## src/rtl/box_avg_decimator_pkg.sv

```systemverilog
// Shared constants and type definitions for the ROM->framebuffer copy stages.
// The top-level mode selector codes live here so every copier agrees on them.
package box_avg_decimator_pkg;

  localparam int unsigned DEF_IMG_W  = 160;
  localparam int unsigned DEF_IMG_H  = 120;
  localparam int unsigned DEF_ADDR_W = 19;
  localparam int unsigned DEF_RD_LAT = 1;

  typedef enum logic [2:0] {
    MODE_REPLICATE = 3'b000,
    MODE_DECIMATE  = 3'b001,
    MODE_ZOOM_NN   = 3'b010,
    MODE_BOX_AVG   = 3'b011
  } copy_mode_e;

  typedef enum logic [2:0] {
    ST_IDLE,
    ST_ADDR,
    ST_WAIT,
    ST_ACC,
    ST_WRITE,
    ST_DONE
  } avg_state_e;

endpackage

```

## src/rtl/box_avg_decimator_if.sv

```systemverilog
// Memory-side bundle of a copier: source ROM read port plus framebuffer write port.
interface box_avg_decimator_if #(
  parameter int unsigned ADDR_W = 19
);
  logic [ADDR_W-1:0] rom_addr;
  logic [7:0]        rom_data;
  logic [ADDR_W-1:0] ram_wraddr;
  logic [7:0]        ram_data;
  logic              ram_wren;

  modport master (
    output rom_addr,
    input  rom_data,
    output ram_wraddr,
    output ram_data,
    output ram_wren
  );

  modport slave (
    input  rom_addr,
    output rom_data,
    input  ram_wraddr,
    input  ram_data,
    input  ram_wren
  );
endinterface

```

## src/rtl/box_avg_decimator_coord_counter.sv

```systemverilog
// Raster counter over the output image: ox wraps at OUT_W-1 and carries into oy.
// The next coordinates are exposed so callers can precompute addresses for them.
module coord_counter #(
  parameter int unsigned OUT_W = 80,
  parameter int unsigned OUT_H = 60,
  parameter int unsigned CW    = 19
) (
  input  logic          clk,
  input  logic          reset,
  input  logic          clear,
  input  logic          advance,
  output logic [CW-1:0] ox,
  output logic [CW-1:0] oy,
  output logic [CW-1:0] nxt_ox,
  output logic [CW-1:0] nxt_oy,
  output logic          last
);
  logic x_wrap;

  always_comb begin
    x_wrap = (ox == CW'(OUT_W - 1));
    last   = x_wrap && (oy == CW'(OUT_H - 1));
    nxt_ox = x_wrap ? '0 : ox + CW'(1);
    nxt_oy = x_wrap ? oy + CW'(1) : oy;
  end

  always_ff @(posedge clk) begin
    if (reset || clear) begin
      ox <= '0;
      oy <= '0;
    end else if (advance) begin
      ox <= nxt_ox;
      oy <= nxt_oy;
    end
  end
endmodule

```

## src/rtl/box_avg_decimator.sv

```systemverilog
// 2x2 box-average decimating copy from the image ROM into the framebuffer.
// Each output pixel reads four source taps and writes their rounded mean.
module box_avg_decimator
  import box_avg_decimator_pkg::*;
#(
  parameter int unsigned IMG_W  = DEF_IMG_W,
  parameter int unsigned IMG_H  = DEF_IMG_H,
  parameter int unsigned ADDR_W = DEF_ADDR_W,
  parameter int unsigned RD_LAT = DEF_RD_LAT
) (
  input  logic                clk,
  input  logic                reset,
  input  logic                start,
  box_avg_decimator_if.master mem,
  output logic                busy,
  output logic                done
);
  localparam int unsigned OUT_W     = IMG_W / 2;
  localparam int unsigned OUT_H     = IMG_H / 2;
  localparam logic [7:0]  WAIT_LAST = (RD_LAT > 1) ? 8'(RD_LAT - 2) : 8'd0;

  avg_state_e        state;
  logic [1:0]        tap;
  logic [7:0]        wait_cnt;
  logic [9:0]        acc;
  logic [9:0]        acc_sum;
  logic [9:0]        acc_rnd;
  logic              start_ok;
  logic              advance;
  logic [ADDR_W-1:0] ox, oy, nxt_ox, nxt_oy;
  logic              last_px;

  // Tap bit 1 selects the lower source row, bit 0 the right-hand column.
  function automatic logic [ADDR_W-1:0] src_addr(input logic [ADDR_W-1:0] x,
                                                 input logic [ADDR_W-1:0] y,
                                                 input logic [1:0]        t);
    logic [ADDR_W-1:0] row;
    logic [ADDR_W-1:0] col;
    row = {y[ADDR_W-2:0], 1'b0} + ADDR_W'(t[1]);
    col = {x[ADDR_W-2:0], 1'b0} + ADDR_W'(t[0]);
    return row * ADDR_W'(IMG_W) + col;
  endfunction

  always_comb begin
    start_ok = start && ((state == ST_IDLE) || (state == ST_DONE));
    advance  = (state == ST_WRITE);
    acc_sum  = acc + {2'b00, mem.rom_data};
    acc_rnd  = acc_sum + 10'd2;
  end

  coord_counter #(
    .OUT_W (OUT_W),
    .OUT_H (OUT_H),
    .CW    (ADDR_W)
  ) u_coord (
    .clk     (clk),
    .reset   (reset),
    .clear   (start_ok),
    .advance (advance),
    .ox      (ox),
    .oy      (oy),
    .nxt_ox  (nxt_ox),
    .nxt_oy  (nxt_oy),
    .last    (last_px)
  );

  always_ff @(posedge clk) begin
    if (reset) begin
      state          <= ST_IDLE;
      tap            <= '0;
      wait_cnt       <= '0;
      acc            <= '0;
      mem.rom_addr   <= '0;
      mem.ram_wraddr <= '0;
      mem.ram_data   <= '0;
      mem.ram_wren   <= 1'b0;
      busy           <= 1'b0;
      done           <= 1'b0;
    end else begin
      case (state)
        ST_IDLE, ST_DONE: begin
          if (start) begin
            state        <= ST_ADDR;
            tap          <= '0;
            acc          <= '0;
            mem.rom_addr <= '0;
            busy         <= 1'b1;
            done         <= 1'b0;
          end
        end
        ST_ADDR: begin
          if (RD_LAT > 1) begin
            state    <= ST_WAIT;
            wait_cnt <= '0;
          end else begin
            state <= ST_ACC;
          end
        end
        ST_WAIT: begin
          if (wait_cnt == WAIT_LAST) state <= ST_ACC;
          else                       wait_cnt <= wait_cnt + 8'd1;
        end
        ST_ACC: begin
          acc <= acc_sum;
          // Final tap folds the live ROM word straight into the rounded result.
          if (tap == 2'd3) begin
            state          <= ST_WRITE;
            mem.ram_wren   <= 1'b1;
            mem.ram_wraddr <= ADDR_W'(OUT_W) * oy + ox;
            mem.ram_data   <= acc_rnd[9:2];
          end else begin
            state        <= ST_ADDR;
            tap          <= tap + 2'd1;
            mem.rom_addr <= src_addr(ox, oy, tap + 2'd1);
          end
        end
        ST_WRITE: begin
          mem.ram_wren <= 1'b0;
          if (last_px) begin
            state        <= ST_DONE;
            busy         <= 1'b0;
            done         <= 1'b1;
            mem.rom_addr <= '0;
          end else begin
            state        <= ST_ADDR;
            tap          <= '0;
            acc          <= '0;
            mem.rom_addr <= src_addr(nxt_ox, nxt_oy, 2'd0);
          end
        end
        default: state <= ST_IDLE;
      endcase
    end
  end
endmodule

```

## src/flat_wrapper.sv

```systemverilog
// flat-port wrapper written by rule: the top's interface ports become plain ports
module box_avg_decimator_flat import box_avg_decimator_pkg::*;
#(
  parameter int unsigned IMG_W  = DEF_IMG_W,
  parameter int unsigned IMG_H  = DEF_IMG_H,
  parameter int unsigned ADDR_W = DEF_ADDR_W,
  parameter int unsigned RD_LAT = DEF_RD_LAT
)
  (clk, reset, start, busy, done, mem_rom_addr, mem_rom_data, mem_ram_wraddr, mem_ram_data, mem_ram_wren);
  box_avg_decimator_if #(.ADDR_W(ADDR_W)) mem_i ();
  input  logic clk;
  input  logic reset;
  input  logic start;
  output logic busy;
  output logic done;
  output wire logic [$bits(mem_i.rom_addr)-1:0] mem_rom_addr;
  input wire logic [$bits(mem_i.rom_data)-1:0] mem_rom_data;
  output wire logic [$bits(mem_i.ram_wraddr)-1:0] mem_ram_wraddr;
  output wire logic [$bits(mem_i.ram_data)-1:0] mem_ram_data;
  output wire logic [$bits(mem_i.ram_wren)-1:0] mem_ram_wren;
  assign mem_rom_addr = mem_i.rom_addr;
  assign mem_i.rom_data = mem_rom_data;
  assign mem_ram_wraddr = mem_i.ram_wraddr;
  assign mem_ram_data = mem_i.ram_data;
  assign mem_ram_wren = mem_i.ram_wren;
  box_avg_decimator #(.IMG_W(IMG_W), .IMG_H(IMG_H), .ADDR_W(ADDR_W), .RD_LAT(RD_LAT)) u_core (.clk(clk), .reset(reset), .start(start), .mem(mem_i), .busy(busy), .done(done));
endmodule
```

## config.mk

```make
export PLATFORM = sky130hd
export DESIGN_NAME = box_avg_decimator_flat
export DESIGN_NICKNAME = d
export VERILOG_FILES = /design/src/rtl/box_avg_decimator_pkg.sv /design/src/rtl/box_avg_decimator_if.sv /design/src/rtl/box_avg_decimator_coord_counter.sv /design/src/rtl/box_avg_decimator.sv /design/src/flat_wrapper.sv
export SDC_FILE = /design/constraint.sdc
export NUM_CORES = 1
export LEC_CHECK = 0
export CAP_MARGIN = 10
export CORE_MARGIN = 3
export CORE_UTILIZATION = 55
export DETAILED_ROUTE_END_ITERATION = 7
export MAX_ROUTING_LAYER = met4
export PLACE_DENSITY = 0.82
export SYNTH_ARGS = -nofsm -noshare
export SYNTH_HDL_FRONTEND = slang
export SYNTH_HIERARCHICAL = 1
export SYNTH_SLANG_ARGS = --single-unit
```

## constraint.sdc

```tcl
create_clock -name clk -period 4.35 [get_ports clk]
set_input_delay 0.87 -clock clk [delete_from_list [all_inputs] [get_ports clk]]
set_output_delay 0.87 -clock clk [all_outputs]
set_load 0.1 [all_outputs]
```

# Yosys cells after proc, flatten, opt, wreduce, memory -nomap -nowiden
# Cells that the tools add are included.
[word_totals] register_bits=110 latchBits=0 ramBits=0 romBits=0 in_bits=11 word_cells=87 memories=0
[classes] n_addsub=11 multipliers=3 n_div=0 order_cmp=0 n_eq_ne=14 n_shift=0 mux=26 bitwise=1 n_reduce_logical=19
[ops] cell="$mux 19" n=4
[ops] cell="$add 19x19->19" n=3
[ops] cell="$pmux 19 s3" n=1
[ops] cell="$add 19x1->19" n=2
[ops] cell="$add 19x1->19 const B" n=2
[ops] cell="$pmux 10 s3" n=1
[ops] cell="$mux 10" n=2
[ops] cell="$eq 19x6->1 const B" n=1
[ops] cell="$eq 19x7->1 const B" n=1
[ops] cell="$mul 19x3->14 const B" n=1
[ops] cell="$mul 3x19->15 const A" n=1
[ops] cell="$mul 18x3->13 const B" n=1
[ops] cell="$mux 18" n=1
[ops] cell="$pmux 3 s5" n=1
[ops] cell="$mux 3" n=4
[ops] cell="$add 10x2->10 const B" n=1
[ops] cell="$add 10x8->10" n=1
[ops] cell="$reduce_and 2->1" n=5
[ops] cell="$reduce_and 3->1" n=3
[ops] cell="$add 8x1->8 const B" n=1
[ops] cell="$logic_not 8->1" n=1
[ops] cell="$ne 2x2->1 const B" n=4
[ops] cell="$eq 3x2->1 const B" n=2
[ops] cell="$eq 3x3->1 const B" n=2
[ops] cell="16 further kinds" n=28

# Longest topological paths before layout
# Gate-level depths: netlist of run 1.
[logic_depth] word_depth=6 mapped_depth=26 depth_no_buf=25

# Modules after synthesis
# Netlist of run 1, hierarchy kept.
[by_module_without_submodules] mod="box_avg_decimator" n_inst=1 cells_each=762 area_per_inst_um2=6314.8 seq_area_each_um2=1441.4
[by_module_without_submodules] mod="coord_counter" n_inst=1 cells_each=319 area_per_inst_um2=2542.4 seq_area_each_um2=760.7

# Worst setup path after synthesis of run 1
# Ideal clock, no wire load.
[synth_timing] path_kind="register -> register" start="reg u_core.u_coord.ox[0]" end="reg u_core.mem.rom_addr[18]" t_arrival_ns=4.492 setup_slack_ns=-0.276 stages_incl_launch_ff=25 cell_sequence="dfxtp_1 > ha_1 > and4b_1 > buf_2 > nand2_1 > nor2_1 > and3_1 > xor2_1 > ha_1 > ha_1 > nor2b_1 > o21ai_1 > nand2b_1 > a21o_1 > a21o_1 > a21o_1 > a21oi_1 > xnor2_1 > ha_1 > or3_1 > a211oi_1 > nor3_1 > xnor2_1 > a22oi_1 > o22ai_1"
[synth_via] elab_chain_cells=6
[synth_rtl] element="start, declared" line="box_avg_decimator_coord_counter.sv:12" text="output logic [CW-1:0] ox,"
[synth_rtl] element="start signal, assigned" line="box_avg_decimator_coord_counter.sv:32" text="ox <= nxt_ox;"
[synth_rtl] element="$eq 19x7->1" line="box_avg_decimator_coord_counter.sv:21" text="x_wrap = (ox == CW'(OUT_W - 1));"
[synth_rtl] element="$mux 18" line="box_avg_decimator_coord_counter.sv:24" text="nxt_oy = x_wrap ? oy + CW'(1) : oy;"
[synth_rtl] element="net u_core.nxt_oy[5]" line="box_avg_decimator.sv:30" text="logic [ADDR_W-1:0] ox, oy, nxt_ox, nxt_oy;"
[synth_rtl] element="$mul 18x3->13" line="box_avg_decimator.sv:41" text="return row * ADDR_W'(IMG_W) + col;"
[synth_rtl] element="$add 19x19->19" line="box_avg_decimator.sv:41"
[synth_rtl] element="$mux 19" line="box_avg_decimator.sv:119" text="if (last_px) begin"
[synth_rtl] element="$pmux 19 s3" line="box_avg_decimator.sv:80" text="case (state)"
[synth_rtl] element="end signal, assigned" line="box_avg_decimator.sv:114" text="mem.rom_addr <= src_addr(ox, oy, tap + 2'd1);"
[synth_rtl] element="end signal, assigned" line="box_avg_decimator.sv:128" text="mem.rom_addr <= src_addr(nxt_ox, nxt_oy, 2'd0);"
[synth_rtl] element="end, declared" line="box_avg_decimator_if.sv:12" text="output rom_addr,"
# The timed path passes the listed nets, and every way through them passes these cells. The select of a mux whose other input is x is not followed.
# A chain may end at the register's enable or synchronous reset.

# Final worst setup path of run 1
[layout_timing] start="reg u_core.u_coord.ox[14]" end="reg u_core.mem.rom_addr[16]"
# Same word-level chain as after synthesis.

==> summary.txt, run 1 <==
Status = finished with violations
Failing checks = negative setup slack
Post-synthesis cell count = 1065
Starting Density = 56.9%
Iter 0 DRT Violations = 659
CTS tree = yes
# setup viols final = 4
Net Count, Synth = 1181
CTS Buf Count = 9
Pwr Density = 228 nW/µm²
Critical Path Max Stage Delay = 0.40 ns
Core area = 15400 µm²
LEAKAGE = 4.43 nW
Total length of routed wires = 24.8 mm
First-pass GRT wire length = 39.1 mm
Die area = 17500 µm²
Design Power = 0.00238 W
Crit path cell chain = nor4_4 -> buf_4 -> and4_4 -> buf_6 -> nand2_8 -> xnor2_4 -> ha_4 -> ha_4 -> inv_2 -> fa_2 -> nor2b_2 -> o21ai_2 -> nand2b_1 -> a21o_1 -> a21o_1 -> xor2_1 -> ha_1 -> and3_4 -> a211oi_2 -> xnor2_1 -> a22oi_1 -> o41ai_1
Pint = 0.00157 W
Final instance area = 10500 µm²
Setup ws final = -0.282 ns
Maxcap violations = 0
Clock slew at reported path FFs = 0.08 ns
HPWL Detailed = 17.5 mm
Root buf cell = clkbuf_16
Placed Area = 9770 µm²
Vias in the first global route = 7928
Hold crit path type = reg -> reg
Filler instances = 1204
# IOs = 60
Number of I/O port buffers = 59
Via count = 8434
Core Rows = 45
Max-slew violation count = 0
Synth Warn # = 6
Syn_area_per_cell = 8.22 µm²
Netlist Area Pre-Place = 8750 µm²
Total global-route track usage = 27.8%
Sw Ratio = 33.9%
Switch Pwr = 0.000808 W
WS Path Type = reg -> reg
Area Overhead vs Synth = 19.5%
RePlAce Congestion = 0.956
Pin count of the biggest net entering global routing = 76
Slowest-stage cell, CP = nor4_4
# clock sinks = 110
Startpoint Class = flip-flop
Clk buf depth = 2
Final period utilization = 106%
CP required = 4.61 ns
Worst-margin pin slew = 1.03 ns
Final ANT Viol Nets = 0
Clk_lat worst skew = 0.37 ns
Drt drc = 0
Drt pass-1 iters = 5
Setup TNS = -0.734 ns
Global route overflow = 0
Die Ht = 132 µm
Final hold violation count = 0
Flop pwr share = 44.5%
Peak VDD IR = 240 µV
Clock skew = 0.0120 ns
F_max = 216 MHz
Layout cells sized above 1 = 13.4%
Setup crit end kind = flip-flop
Antenna violations before repair = 0
Minimum clock period = 4.63 ns
Slew margin rel. = 31.3%
CP arrival = 4.89 ns
Die width = 132 µm
CP Max Fanout = 5
Comb pwr share = 19.1%
Clock power frac = 36.4%
WL/cell = 18.2 µm
Antenna cells = 0
DR vias/cell = 6.19
CTS H-tree depth = 3
RSZ-0062 raised after global routing = true
# nets final = 1262
==> cell usage in the layout (no fill, tap or decap), types with 20 or more instances in the layout <==
cell             count
nor2_1             121
inv_1               25
nand2_1             83
dfxtp_1            104
nand4_1             22
clkdlybuf4s50_1     58
nand3_1             37
xor2_1              54
a21oi_1             66
nor3_1              32
ha_1                89
buf_4               61
xnor2_1             74
a211oi_1            20
==> flip-flops by register name, summed over array words and instances, names as in the netlist <==
name / count
u_core/u_coord/ox: 19
u_core/tap: 2
u_core/mem.ram_wraddr: 19
u_core/busy: 1
u_core/u_coord/oy: 19
u_core/done: 1
u_core/wait_cnt: 8
u_core/state: 3
u_core/mem.ram_data: 8
u_core/acc: 10
u_core/mem.ram_wren: 1
u_core/mem.rom_addr: 19
==> layer usage <==
| layer | track usage (%) | vias to the layer above | share of wire [%] |
|---|---|---|---|
| li1 | - | 4002 | - |
| met3 | 6.60 | 86 | 7.8 |
| met1 | 32.7 | 3969 | 41 |
| met5 | - | - | 0 |
| met2 | 45.9 | 377 | 48 |
| met4 | 10.9 | 0 | 3.7 |
==> power by group through the flow <==
stage               logic (W)  clock network [W]  registers [W]
floorplan            0.000221                  0        0.00120
global placement     0.000443                  0        0.00108
detailed placement   0.000448                  0        0.00108
CTS                  0.000449           0.000873        0.00106
global route         0.000485           0.000912        0.00107
finish               0.000454           0.000866        0.00106
==> final timing paths <==
check                                         startpoint                                      to  slack [ns]  depth (start not counted)
setup reg to reg      u_core/u_coord/ox[14]$_SDFFE_PP0P_    u_core/mem.rom_addr[16]$_SDFFE_PP0P_       -0.28                         22
hold reg to reg   u_core/mem.ram_wraddr[10]$_SDFFE_PP0P_  u_core/mem.ram_wraddr[10]$_SDFFE_PP0P_        0.45                          2
hold / removal    u_core/mem.ram_wraddr[10]$_SDFFE_PP0P_  u_core/mem.ram_wraddr[10]$_SDFFE_PP0P_        0.45                          2
setup / recovery      u_core/u_coord/ox[14]$_SDFFE_PP0P_    u_core/mem.rom_addr[16]$_SDFFE_PP0P_       -0.28                         22
==> metrics by stage <==
stage	utilization [%]	hold WS [ns]	instances	worst slack, ns
after global placement	63.5	0.442	1334	-0.0358
after CTS	66.4	0.454	1357	-0.0272
after floorplan	-	0.458	1065	0.0215
after global routing	68.1	0.479	1362	-0.394
final	68.1	0.453	1362	-0.282
after detailed placement	63.5	0.443	1334	-0.193
==> cell type report <==
cell class              count  area [µm²]  share of cell area [%]
multi-input cells         876        6510                    62.2
flip-flops and latches    110        2210                    21.1
repair buffers            122        1070                    10.2
well taps                 211         264                    2.52
clock buffers               9         225                    2.15
inverters                  27         101                   0.969
clock inverters             7        85.1                   0.813
==> repair_timing <==
item                       in CTS  in global routing
setup buffers                   7                  5
hold buffers                    0                  0
setup endpoints to repair       4                  7
resized for setup              17                 36
pin swaps                      19                 28
==> worst max-delay path: cells and delay by family (launching register included) <==
| kind | cells | cell delay [ns] |
|---|---|---|
| XOR/XNOR | 3 | 0.56 |
| buffers and inverters | 3 | 0.34 |
| flip-flops | 1 | 0.34 |
| adder cells (fa/ha/maj) | 4 | 1.05 |
| AND/OR/NAND/NOR | 6 | 1.15 |
| AO/OA/AOI/OAI | 6 | 1.05 |
No activity file was read; power rests on OpenSTA's default activity.
==> run 2: changes to the inputs <==
- SYNTH_HIERARCHICAL: 1 -> default
==> summary.txt, run 2 <==
Synth Warn # = 0 (-6)
Iter 0 DRT Violations = 824 (+25%)
Root buf cell = clkbuf_16
F_max = 218 MHz (+0.95%)
Via count = 8294 (-1.7%)
# nets final = 1284 (+1.7%)
HPWL Detailed = 17.3 mm (-1.3%)
Top_reg_cell synth = dfxtp_1
CTS Buf Count = 9 (unchanged)
Total length of routed wires = 24.0 mm (-3.0%)
Die width = 131 µm (-0.86%)
WL/cell = 17.3 µm (-4.6%)
# clock sinks = 110 (unchanged)
Clock skew = 0.00928 ns (-0.00270 ns)
Pre-CTS setup slack = -0.149 ns (+0.0442 ns)
CP Max Fanout = 3 (-2)
Worst-margin pin slew = 1.17 ns (+0.139 ns)
Clock slew at reported path FFs = 0.08 ns (about the same)
Post-synthesis cell count = 1074 (+0.85%)
Setup TNS = -0.541 ns (+0.193 ns)
Clk_lat worst skew = 0.36 ns (about the same)
Die area = 17200 µm² (-1.7%)
Library cells used by synthesis = 70
Failing checks = negative setup slack
Design Power = 0.00215 W (-9.5%)
RSZ-0062 raised after global routing = true
DR vias/cell = 5.99 (-3.3%)
# IOs = 60 (unchanged)
CTS H-tree depth = 3 (unchanged)
Layout cells sized above 1 = 12.6% (-0.77 points)
Core Rows = 45 (unchanged)
Startpoint Class = flip-flop
Netlist Area Pre-Place = 8590 µm² (-1.8%)
Vias in the first global route = 7705 (-2.8%)
Post-synth EDFFs = 0
DP Cell Count = 1349 (+1.1%)
Total of flip-flops plus latches after synthesis = 110
Asr flop ratio synth = 0%
Antenna cells = 0 (unchanged)
Peak VDD IR = 195 µV (-19%)
Setup crit end kind = flip-flop
Pin count of the biggest net entering global routing = 69 (-9.2%)
Seq/Total Area, Yosys = 25.6%
Final hold violation count = 0 (unchanged)
Non-Filler Instances = 1385 (+1.7%)
First-pass GRT wire length = 38.0 mm (-2.6%)
RePlAce Congestion = 0.978 (+2.3%)
Number of I/O port buffers = 59 (unchanged)
Filler instances = 1217 (+1.1%)
Max-slew violation count = 0 (unchanged)
CP arrival = 4.87 ns (-0.02 ns)
Most frequent cells in the layout = nor2_1 (122), dfxtp_1 (106), ha_1 (90)
Area Overhead vs Synth = 20.5%
Yosys top cell area share = 25.6%
Net Count, Synth = 1189 (+0.68%)
Clk buf depth = 2 (unchanged)
Die Ht = 131 µm (-0.86%)
Global route overflow = 0 (unchanged)
Syn_area_per_cell = 8.00 µm² (-2.6%)
Post-Route Utilization = 67.9% (-0.20 points)
WS Path Type = reg -> reg
# setup viols final = 4 (unchanged)
Minimum clock period = 4.59 ns (-0.0435 ns)
Most common cell after layout, fill and taps aside = nor2_1
Setup ws final = -0.238 ns (+0.0435 ns)
Hold crit path type = reg -> reg
CTS tree = yes
Slew margin rel. = 22.3% (-9.1 points)
LEAKAGE = 4.42 nW (-0.39%)
Maxcap violations = 0 (unchanged)
Antenna violations before repair = 0 (unchanged)
Total global-route track usage = 28.3% (+0.49 points)
Pwr Density = 208 nW/µm² (-8.6%)
Status = finished with violations
Area leader, netlist = dfxtp_1
Drt pass-1 iters = 5 (unchanged)
Core area = 15300 µm² (-0.73%)
Final period utilization = 105% (-1.0 points)
Final ANT Viol Nets = 0 (unchanged)
Top post-synthesis cells by area = dfxtp_1 (26%), ha_1 (14%), xnor2_1 (7.2%), xor2_1 (5.6%), nor2_1 (5.4%)
CP required = 4.63 ns (+0.02 ns)
Top-count cell post-synth = nor2_1
Synth cell count leaders = nor2_1 (124), dfxtp_1 (110), ha_1 (97), nand2_1 (90), a21oi_1 (81)
Starting Density = 56.3% (-0.60 points)
Drt drc = 0 (unchanged)
run 2: kinds of logic (layout without fill, tap and decap cells):
| family | Yosys count | after routing | share of synthesized area (%) |
|---|---|---|---|
| XOR/XNOR | 126 | 126 | 12.8 |
| AND/OR/NAND/NOR | 387 | 387 | 22.5 |
| flip-flops | 110 | 110 | 25.6 |
| multiplexers | 4 | 4 | 0.466 |
| adder cells (fa/ha/maj) | 104 | 104 | 15.8 |
| buffers and inverters | 88 | 188 | 4.13 |
| AO/OA/AOI/OAI | 255 | 255 | 18.7 |
run 2: area by class of cell:
type / count / area (µm²) / share of cell area [%]
clock buffers: 10 / 229 / 2.21
clock inverters: 6 / 80.1 / 0.773
inverters: 34 / 128 / 1.23
multi-input cells: 876 / 6260 / 60.4
flip-flops and latches: 110 / 2210 / 21.3
well taps: 211 / 264 / 2.55
repair buffers: 138 / 1190 / 11.5
run 2: repair_timing:
action                     4_1_cts  5_1_grt
hold buffers                     0        0
pin swaps                       15       29
resized for setup               11       34
setup buffers                    6       15
setup endpoints to repair        3        8
run 2: stage by stage:
step                      instance area, µm²  hold WS, ns
after floorplan                         8650        0.461
after global placement                  9710        0.442
after detailed placement                9710        0.449
after CTS                              10100        0.460
after global routing                   10400        0.476
final                                  10400        0.460
run 2: path summary, 6_finish.rpt:
| kind | endpoint | slack [ns] | cells past startpoint | startpoint |
|---|---|---|---|---|
| worst max-delay path | u_core.mem.rom_addr[18]$_SDFFE_PP0P_ | -0.24 | 22 | u_core.u_coord.ox[5]$_SDFFE_PP0P_ |
| worst min-delay path | u_core.mem.ram_wraddr[16]$_SDFFE_PP0P_ | 0.46 | 2 | u_core.mem.ram_wraddr[16]$_SDFFE_PP0P_ |
| worst max register to register | u_core.mem.rom_addr[18]$_SDFFE_PP0P_ | -0.24 | 22 | u_core.u_coord.ox[5]$_SDFFE_PP0P_ |
| worst min register to register | u_core.mem.ram_wraddr[16]$_SDFFE_PP0P_ | 0.46 | 2 | u_core.mem.ram_wraddr[16]$_SDFFE_PP0P_ |
run 2: worst max-delay path, stage by stage (launching register included):
cell,delay (ns)
dfxtp_2,0.34
nor4b_4,0.33
nand4_2,0.17
or2_4,0.28
nor2_4,0.17
xor2_2,0.28
buf_4,0.18
ha_4,0.21
ha_4,0.25
nor2b_4,0.12
o21ai_2,0.12
nand2b_1,0.11
a21o_1,0.22
a21oi_2,0.20
o21bai_1,0.10
a21oi_1,0.16
xnor2_1,0.09
ha_2,0.18
or3_1,0.32
o31ai_2,0.27
and2_1,0.15
mux2i_1,0.08
a211oi_2,0.17
run 2: per-layer routing:
layer,wire [µm],global-route usage (%)
met1,10400,37.7
met5,0,-
met4,560,6.78
met3,1810,4.88
met2,11300,44.8
run 2: power breakdown:
group | leakage (nW) | switching, W | internal (W) | total [W]
combinational | 3.37 | 0.000169 | 0.0000716 | 0.000240
sequential | 0.890 | 0.0000150 | 0.00102 | 0.00104
clock | 0.152 | 0.000419 | 0.000460 | 0.000879
total | 4.42 | 0.000603 | 0.00155 | 0.00215
==> run 3: changes to the inputs <==
- CTS_CLUSTER_DIAMETER: default -> 100
==> results of run 3 <==
No change in the layout: final DEF, timing and power equal those of run 2.
